[config.mk]
export PLATFORM = sky130hd
export DESIGN_NAME = pc_redirect_unit
export DESIGN_NICKNAME = d
export VERILOG_FILES = /design/src/rtl/pc_redirect_unit.sv
export SDC_FILE = /design/constraint.sdc
export NUM_CORES = 1
export LEC_CHECK = 0
export ABC_CLOCK_PERIOD_IN_PS = 16600
export CORE_MARGIN = 5
export CORE_UTILIZATION = 61
export DETAILED_ROUTE_END_ITERATION = 6
export PLACE_DENSITY = 0.92
export SKIP_LAST_GASP = 1
export SYNTH_ARGS = -nofsm -noshare
export SYNTH_HDL_FRONTEND = slang
export SYNTH_SLANG_ARGS = --single-unit
[constraint.sdc]
create_clock -name clk_i -period 16.6 [get_ports clk_i]
set_clock_uncertainty 0.15 [all_clocks]
set_input_delay 3.32 -clock clk_i [delete_from_list [all_inputs] [get_ports clk_i]]
set_output_delay 3.32 -clock clk_i [all_outputs]
set_load 0.02 [all_outputs]
[src/rtl/pc_redirect_unit.sv]
// pc_redirect_unit
//   Fetch-side next-PC selection and branch-prediction recovery. Predictor
//   outputs for the current fetch PC are turned into an effective prediction.
//   Hits are recorded in a small in-order queue. When Execute resolves a
//   branch, the queue head is compared against the actual outcome, and fetch
//   is redirected to the correct path on a mismatch.
//
// Ports
//   clk_i, rst_i            clock, synchronous active-high reset
//   stall_i                 freezes PC, queue and counter
//   branch_hit_i            predictor hit for pc_o
//   branch_decision_i       predictor taken decision for pc_o
//   branch_target_addr_i    predicted target for pc_o
//   exe_is_branch_i         a branch is resolving in Execute
//   exe_pc_i                PC of the resolving branch
//   exe_taken_i             actual outcome
//   exe_target_addr_i       actual taken target
//   pc_o                    current fetch PC (registered)
//   branch_misprediction_o  resolving branch was mispredicted (combinational)
//   redirect_addr_o         correct next PC for the resolving branch
//   queue_full_o            prediction queue holds DEPTH entries
//   mispredict_cnt_o        mispredictions since reset (wraps)
module pc_redirect_unit #(
  parameter int unsigned     XLEN     = 32,
  parameter logic [XLEN-1:0] PC_RESET = '0,
  parameter int unsigned     DEPTH    = 4
) (
  input  logic            clk_i,
  input  logic            rst_i,
  input  logic            stall_i,
  input  logic            branch_hit_i,
  input  logic            branch_decision_i,
  input  logic [XLEN-1:0] branch_target_addr_i,
  input  logic            exe_is_branch_i,
  input  logic [XLEN-1:0] exe_pc_i,
  input  logic            exe_taken_i,
  input  logic [XLEN-1:0] exe_target_addr_i,
  output logic [XLEN-1:0] pc_o,
  output logic            branch_misprediction_o,
  output logic [XLEN-1:0] redirect_addr_o,
  output logic            queue_full_o,
  output logic [31:0]     mispredict_cnt_o
);

  localparam int unsigned     PW       = $clog2(DEPTH);
  localparam int unsigned     CW       = PW + 1;
  localparam logic [CW-1:0]   FULL_CNT = CW'(DEPTH);

  // Queue storage: data needs no reset, validity is carried by count.
  logic [XLEN-1:0] q_pc     [DEPTH];
  logic            q_taken  [DEPTH];
  logic [XLEN-1:0] q_target [DEPTH];

  logic [PW-1:0]   rd_ptr, wr_ptr;
  logic [CW-1:0]   count, count_d;
  logic [XLEN-1:0] pc_q, pc_d;
  logic [31:0]     cnt_q;

  logic            queue_full;
  logic            pred_taken;
  logic            head_match;
  logic            p_taken;
  logic [XLEN-1:0] p_target;
  logic            mispredict;
  logic [XLEN-1:0] redirect_addr;
  logic            push, pop, flush;

  assign queue_full = (count == FULL_CNT);

  // A full queue cannot record the prediction, so a taken hit is demoted to
  // not-taken: Execute will see no matching entry and recover if needed.
  assign pred_taken = branch_hit_i & branch_decision_i & ~queue_full;

  assign head_match = (count != '0) && (q_pc[rd_ptr] == exe_pc_i);
  assign p_taken    = head_match ? q_taken[rd_ptr]  : 1'b0;
  assign p_target   = head_match ? q_target[rd_ptr] : '0;

  assign mispredict = ~rst_i & exe_is_branch_i &
                      ((exe_taken_i != p_taken) |
                       (exe_taken_i & (p_target != exe_target_addr_i)));

  assign redirect_addr = exe_taken_i ? exe_target_addr_i : exe_pc_i + XLEN'(4);

  // Flush dominates: anything fetched this cycle is on the wrong path.
  assign flush = ~stall_i & mispredict;
  assign push  = ~stall_i & branch_hit_i & ~queue_full & ~mispredict;
  assign pop   = ~stall_i & exe_is_branch_i & head_match & ~mispredict;

  always_comb begin
    count_d = count;
    if (flush) begin
      count_d = '0;
    end else begin
      case ({push, pop})
        2'b10:   count_d = count + CW'(1);
        2'b01:   count_d = count - CW'(1);
        default: count_d = count;
      endcase
    end
  end

  always_comb begin
    pc_d = pc_q + XLEN'(4);
    if (stall_i) begin
      pc_d = pc_q;
    end else if (mispredict) begin
      pc_d = redirect_addr;
    end else if (pred_taken) begin
      pc_d = branch_target_addr_i;
    end
  end

  always_ff @(posedge clk_i) begin
    if (rst_i) begin
      pc_q   <= PC_RESET;
      rd_ptr <= '0;
      wr_ptr <= '0;
      count  <= '0;
      cnt_q  <= '0;
    end else begin
      pc_q  <= pc_d;
      count <= count_d;
      if (flush) begin
        rd_ptr <= '0;
        wr_ptr <= '0;
        cnt_q  <= cnt_q + 32'd1;
      end else begin
        // DEPTH is a power of two, so pointer overflow is the wrap.
        if (push) wr_ptr <= wr_ptr + PW'(1);
        if (pop)  rd_ptr <= rd_ptr + PW'(1);
      end
    end
  end

  always_ff @(posedge clk_i) begin
    if (push && !rst_i) begin
      q_pc[wr_ptr]     <= pc_q;
      q_taken[wr_ptr]  <= pred_taken;
      q_target[wr_ptr] <= branch_target_addr_i;
    end
  end

  assign pc_o                   = pc_q;
  assign branch_misprediction_o = mispredict;
  assign redirect_addr_o        = redirect_addr;
  assign queue_full_o           = queue_full;
  assign mispredict_cnt_o       = cnt_q;

endmodule

# After elaboration in Yosys (flattened, before gate mapping)

Memories as Yosys holds them, arrays and structs flattened. A register that Yosys moved wholly into a read port is not among the register bits.
Cells that the tools add are included.

Bits in registers: 71
RAM bits: 260
Logic and storage cells: 58
Memories: 3

Memories:

| name     | depth | width | read ports | clocked after Yosys merged registers in | wr ports | line | source |
|---|---|---|---|---|---|---|---|
| q_pc     | 4     | 32    | 1          | 1                                       | 1        | 50   | `logic [XLEN-1:0] q_pc [DEPTH];` |
| q_target | 4     | 32    | 1          | 1                                       | 1        | 52   | `logic [XLEN-1:0] q_target [DEPTH];` |
| q_taken  | 4     | 1     | 1          | 1                                       | 1        | 51   | `logic q_taken [DEPTH];` |

Add/sub/neg operators: 7
Equal/unequal tests: 6
Mux-type cells: 14
Bitwise operators: 17
Reductions and logical operators: 6

Operator list:

| cell                    | number |
|---|---|
| $mux W32                | 4 |
| $add A32 B3 Y32 const B | 2 |
| $add A32 B1 Y32 const B | 1 |
| $eq A32 B32 Y1          | 1 |
| $ne A32 B32 Y1          | 1 |
| $and A1 B1 Y1           | 12 |
| $mux W2                 | 6 |
| $pmux W3 S2             | 1 |
| $add A2 B1 Y2 const B   | 2 |
| $not A1 Y1              | 4 |
| $add A3 B1 Y3 const B   | 1 |
| $eq A3 B3 Y1 const B    | 1 |
| $mux W1                 | 3 |
| $reduce_bool A3 Y1      | 1 |
| $sub A3 B1 Y3 const B   | 1 |
| $eq A2 B1 Y1 const B    | 1 |
| $eq A2 B2 Y1 const B    | 1 |
| $logic_and A1 B1 Y1     | 2 |
| $reduce_bool A2 Y1      | 1 |
| $reduce_or A2 Y1        | 1 |
| $logic_not A1 Y1        | 1 |
| $ne A1 B1 Y1            | 1 |
| $or A1 B1 Y1            | 1 |

# Logic depth before layout (Yosys ltp)

Word-level depth: 12
Gate-level depth with buffers: 23
Gate-level depth less buffers: 17

# Worst setup path before layout

OpenSTA, ideal clock, no wires.

Path type: in2reg
From: input port exe_pc_i[20]
To: memory q_pc[0][0], enable pin
Data arrival time: 10.817 ns
Setup slack: 5.052 ns
Stages: 14
Cells stage by stage: clkbuf_1 xnor2_1 or3_1 a221o_1 nor4b_4 buf_2 a31oi_1 nor4_2 nand4_2 o21a_1 buf_6 buf_6 nand2b_1 nor3b_1

Word-level cells in the longest chain between the ends: 12

RTL lines:

| what                              | line | source |
|---|---|---|
| start, declared                   | 35   | `input logic [XLEN-1:0] exe_pc_i,` |
| $eq A32 B32 Y1 (*)                | 74   | `assign head_match = (count != '0) && (q_pc[rd_ptr] == exe_pc_i);` |
| $logic_and A1 B1 Y1 (*)           | 74   |  |
| $mux W32                          | 76   | `assign p_target = head_match ? q_target[rd_ptr] : '0;` |
| $ne A32 B32 Y1                    | 80   | `(exe_taken_i & (p_target != exe_target_addr_i)));` |
| $and A1 B1 Y1                     | 80   |  |
| $or A1 B1 Y1 (*)                  | 79   | `((exe_taken_i != p_taken) \|` |
| $and A1 B1 Y1 (*)                 | 78   | `assign mispredict = ~rst_i & exe_is_branch_i &` |
| $not A1 Y1 (*)                    | 86   | `assign push = ~stall_i & branch_hit_i & ~queue_full & ~mispredict;` |
| $and A1 B1 Y1 (*)                 | 86   |  |
| $logic_and A1 B1 Y1 (*)           | 136  | `if (push && !rst_i) begin` |
| $mux W1 (*)                       | 136  |  |
| $mux W1 (implied by the code) (*) | 137  | `q_pc[wr_ptr] <= pc_q;` |
| end, declared                     | 50   |  |

Every way passes the cells marked *; elsewhere a longest branch is shown, timed or not.

# Worst setup path after layout

From: input port exe_pc_i[15]
To: output port branch_misprediction_o

Word-level cells in the longest chain between the ends: 7

RTL lines:

| what                    | line | source |
|---|---|---|
| $eq A32 B32 Y1 (*)      | 74   |  |
| $logic_and A1 B1 Y1 (*) | 74   |  |
| $mux W32                | 76   |  |
| $ne A32 B32 Y1          | 80   |  |
| $and A1 B1 Y1           | 80   |  |
| $or A1 B1 Y1 (*)        | 79   |  |
| $and A1 B1 Y1 (*)       | 78   |  |
| end, declared           | 39   | `output logic branch_misprediction_o,` |

Marks and branches as above.

==> results.sh <==
export IMPL_status="finished clean"
export IMPL_path_cells="clkdlybuf4s50_1 > xor2_1 > o21ai_0 > a2111oi_2 > nor4b_4 > nand2_1 > a22o_1 > nand2_1 > o21a_2 > buf_4 > clkdlybuf4s50_1"
export IMPL_multi_input_area_um2=6670
export IMPL_fin_area_um2=19700
export IMPL_wl_per_cell_um=26.0
export IMPL_synthAdderAreaFrac_pct=0.732
export IMPL_setup_viol=0
export IMPL_hold_violations=0
export IMPL_tightest_slew_ns=1.25
export IMPL_gp_congestion=0.966
export IMPL_num_vias=12600
export IMPL_critical_path_required_ns=13.13
export IMPL_num_rows=60
export IMPL_worst_path_max_fanout=71
export IMPL_yosysSeqAreaShare_pct=56.5
export IMPL_layout_drive_gt1_share_pct=9.22
export IMPL_ctsHoldBuffers=0
export IMPL_diodes=0
export IMPL_die_y_um=174
export IMPL_finalCritPeriodShare_pct=68.2
export IMPL_postSynthCellCount=1351
export IMPL_power_density_nw_per_um2=98.5
export IMPL_via_per_inst=6.67
export IMPL_port_buffers=200
export IMPL_synth_top_family_by_area="simple AND/OR/NAND/NOR gates"
export IMPL_clockRootBuffer="clkbuf_16"
export IMPL_die_area_um2=30300
export IMPL_min_path_type="reg2reg"
export IMPL_peakVddDrop_v=0.0000943
export IMPL_maxCapViolCount=0
export IMPL_clockBufferDepth=3
export IMPL_muxShareOfSynthArea_pct=9.67
export IMPL_slew_viol_final=0
export IMPL_timing_fmax_mhz=88.3
export IMPL_drc=0
export IMPL_start_util_pct=61.4
export IMPL_synth_compound_area_share_pct=8.83
export IMPL_synth_ff_type="edfxtp_1"
export IMPL_final_cell_mix="edfxtp_1, clkdlybuf4s50_1, nand2_1"
export IMPL_track_usage_pct=31.6
export IMPL_min_period_ns=11.32
export IMPL_syn_nets=1463
export IMPL_cts_tree="built"
export IMPL_grt_setup_unrepaired="false"
export IMPL_layout_area_seq_um2=9280
export IMPL_grt_max_degree=84
export IMPL_synth_area_um2=16400
export IMPL_leakage_nw=6.30
export IMPL_setup_tns_ns=0
export IMPL_ant_nets=0
export IMPL_clock_sinks=333
export IMPL_cts_htree_levels=2
export IMPL_final_common_cell="edfxtp_1"
export IMPL_core_um2=26700
export IMPL_crit_arrival_ns=7.85
export IMPL_power_w=0.00194
export IMPL_syn_area_per_cell_um2=12.2
export IMPL_start_kind="input port"
export IMPL_ys_warnings_count=0
export IMPL_place_area_um2=18500
export IMPL_antenna_found_initial=1
export IMPL_ios=201
export IMPL_wl_um=49300
export IMPL_fp_dieW_um=174
export IMPL_firstDrtPassIters=6
export IMPL_tritoncts_num_buffers=36
export IMPL_relSlewSlack_pct=17.0
export IMPL_num_fill_cells=1728
export IMPL_cts_setup_buffers=0
export IMPL_grt_pass1_vias=12200
export IMPL_max_stage_delay_ns=0.91
export IMPL_clkSlewWorstSetupHoldPaths_ns=0.06
export IMPL_ys_seq_elements=333
export IMPL_grt_pass1_wl_um=73600
export IMPL_dpl_hpwl_um=33600
export IMPL_grt_overflow=0
export IMPL_area_growth_syn_to_layout_pct=20.2
export IMPL_synth_edf_count=260
export IMPL_cpMaxStageDelayCell="nor4b_4"
export IMPL_clock_latency_ns=0.53
export IMPL_num_nets_final=1637
export IMPL_synth_xor_area_share_pct=6.67
export IMPL_end_kind="primary output"
export IMPL_first_iter_violations=1778
export IMPL_critical_path_class="in2out"
export IMPL_ys_types=70
export IMPL_synthSimpleGateAreaFrac_pct=14.6
export IMPL_ys_async_sr_fraction_pct=0
export IMPL_ctsResizeCount=0
[worst paths after layout]
path	cells after the start	start	slack, ns	to
max	11	exe_pc_i[15]	5.28	branch_misprediction_o
min	2	mispredict_cnt_o[6]	0.35	mispredict_cnt_o[6]
max reg2reg	14	flop	9.18	q_target[1][3]
min reg2reg	2	mispredict_cnt_o[6]	0.35	mispredict_cnt_o[6]
[worst max-delay path, delay by kind of cell]
family | cells | cell delay, ns
buf+inv | 3 | 2.03
simple gates | 3 | 1.28
compound gates | 4 | 1.03
xor+xnor | 1 | 0.18
[cells in the mapped netlist (27+ instances only)]
cell,n,area [um^2]
edfxtp_1,260,7810
nand2_1,121,454
nor2_1,117,439
dfxtp_1,73,1460
xnor2_1,67,587
nand3_1,58,290
xor2_1,58,508
mux2i_1,48,480
o21ai_0,48,240
clkbuf_1,45,169
mux4_2,39,878
a21oi_1,30,150
a211o_1,27,236
nand4_1,27,169
[through the flow]
stage	hold WS (ns)	utilization [%]	instances	setup WS, ns
floorplan	0.331	-	1351	5.05
global placement	0.322	69.4	1828	5.48
detailed placement	0.341	69.4	1828	5.34
CTS	0.349	73.8	1892	5.33
global route	0.371	73.8	1892	5.07
finish	0.351	73.8	1892	5.28
[cells by family after synthesis]
kind of cell,after synthesis
buffers and inverters,99
adders and majority gates,9
and+or+nand+nor,471
xor gates and xnor gates,125
AOI/OAI and AO/OA,208
DFF,333
muxes,106
[per-layer routing]
metal / up-vias / GRT usage [%] / part of all wire (%)
met5: - / 0 / 0.014
met4: 2 / 13.4 / 4.7
met3: 170 / 7.50 / 11
met2: 930 / 50.7 / 47
met1: 6041 / 41.8 / 37
li1: 5475 / - / -
[layout make-up]
cell class	instances	share of cell area, %
flip-flops and latches	333	47.0
clock buffers	41	4.77
repair buffers	211	10.5
inverters	24	0.456
well taps	341	2.16
multi-input cells	919	33.8
clock inverters	23	1.31
[power by group]
group          internal (W)  total [W]  leakage (nW)  switching, W
registers          0.000915   0.000937          2.97     0.0000220
clock network      0.000488   0.000816         0.588      0.000328
logic             0.0000797   0.000190          2.74      0.000110
total               0.00148    0.00194          6.30      0.000461
[flip-flops by register name, indices dropped and copies added (netlist names), named ones only]
signal            cells
pc_o                 32
mispredict_cnt_o     32
count                 3
q_taken               4
q_pc                128
rd_ptr                2
q_target            128
wr_ptr                2
Power figures use the tool's default switching activity.
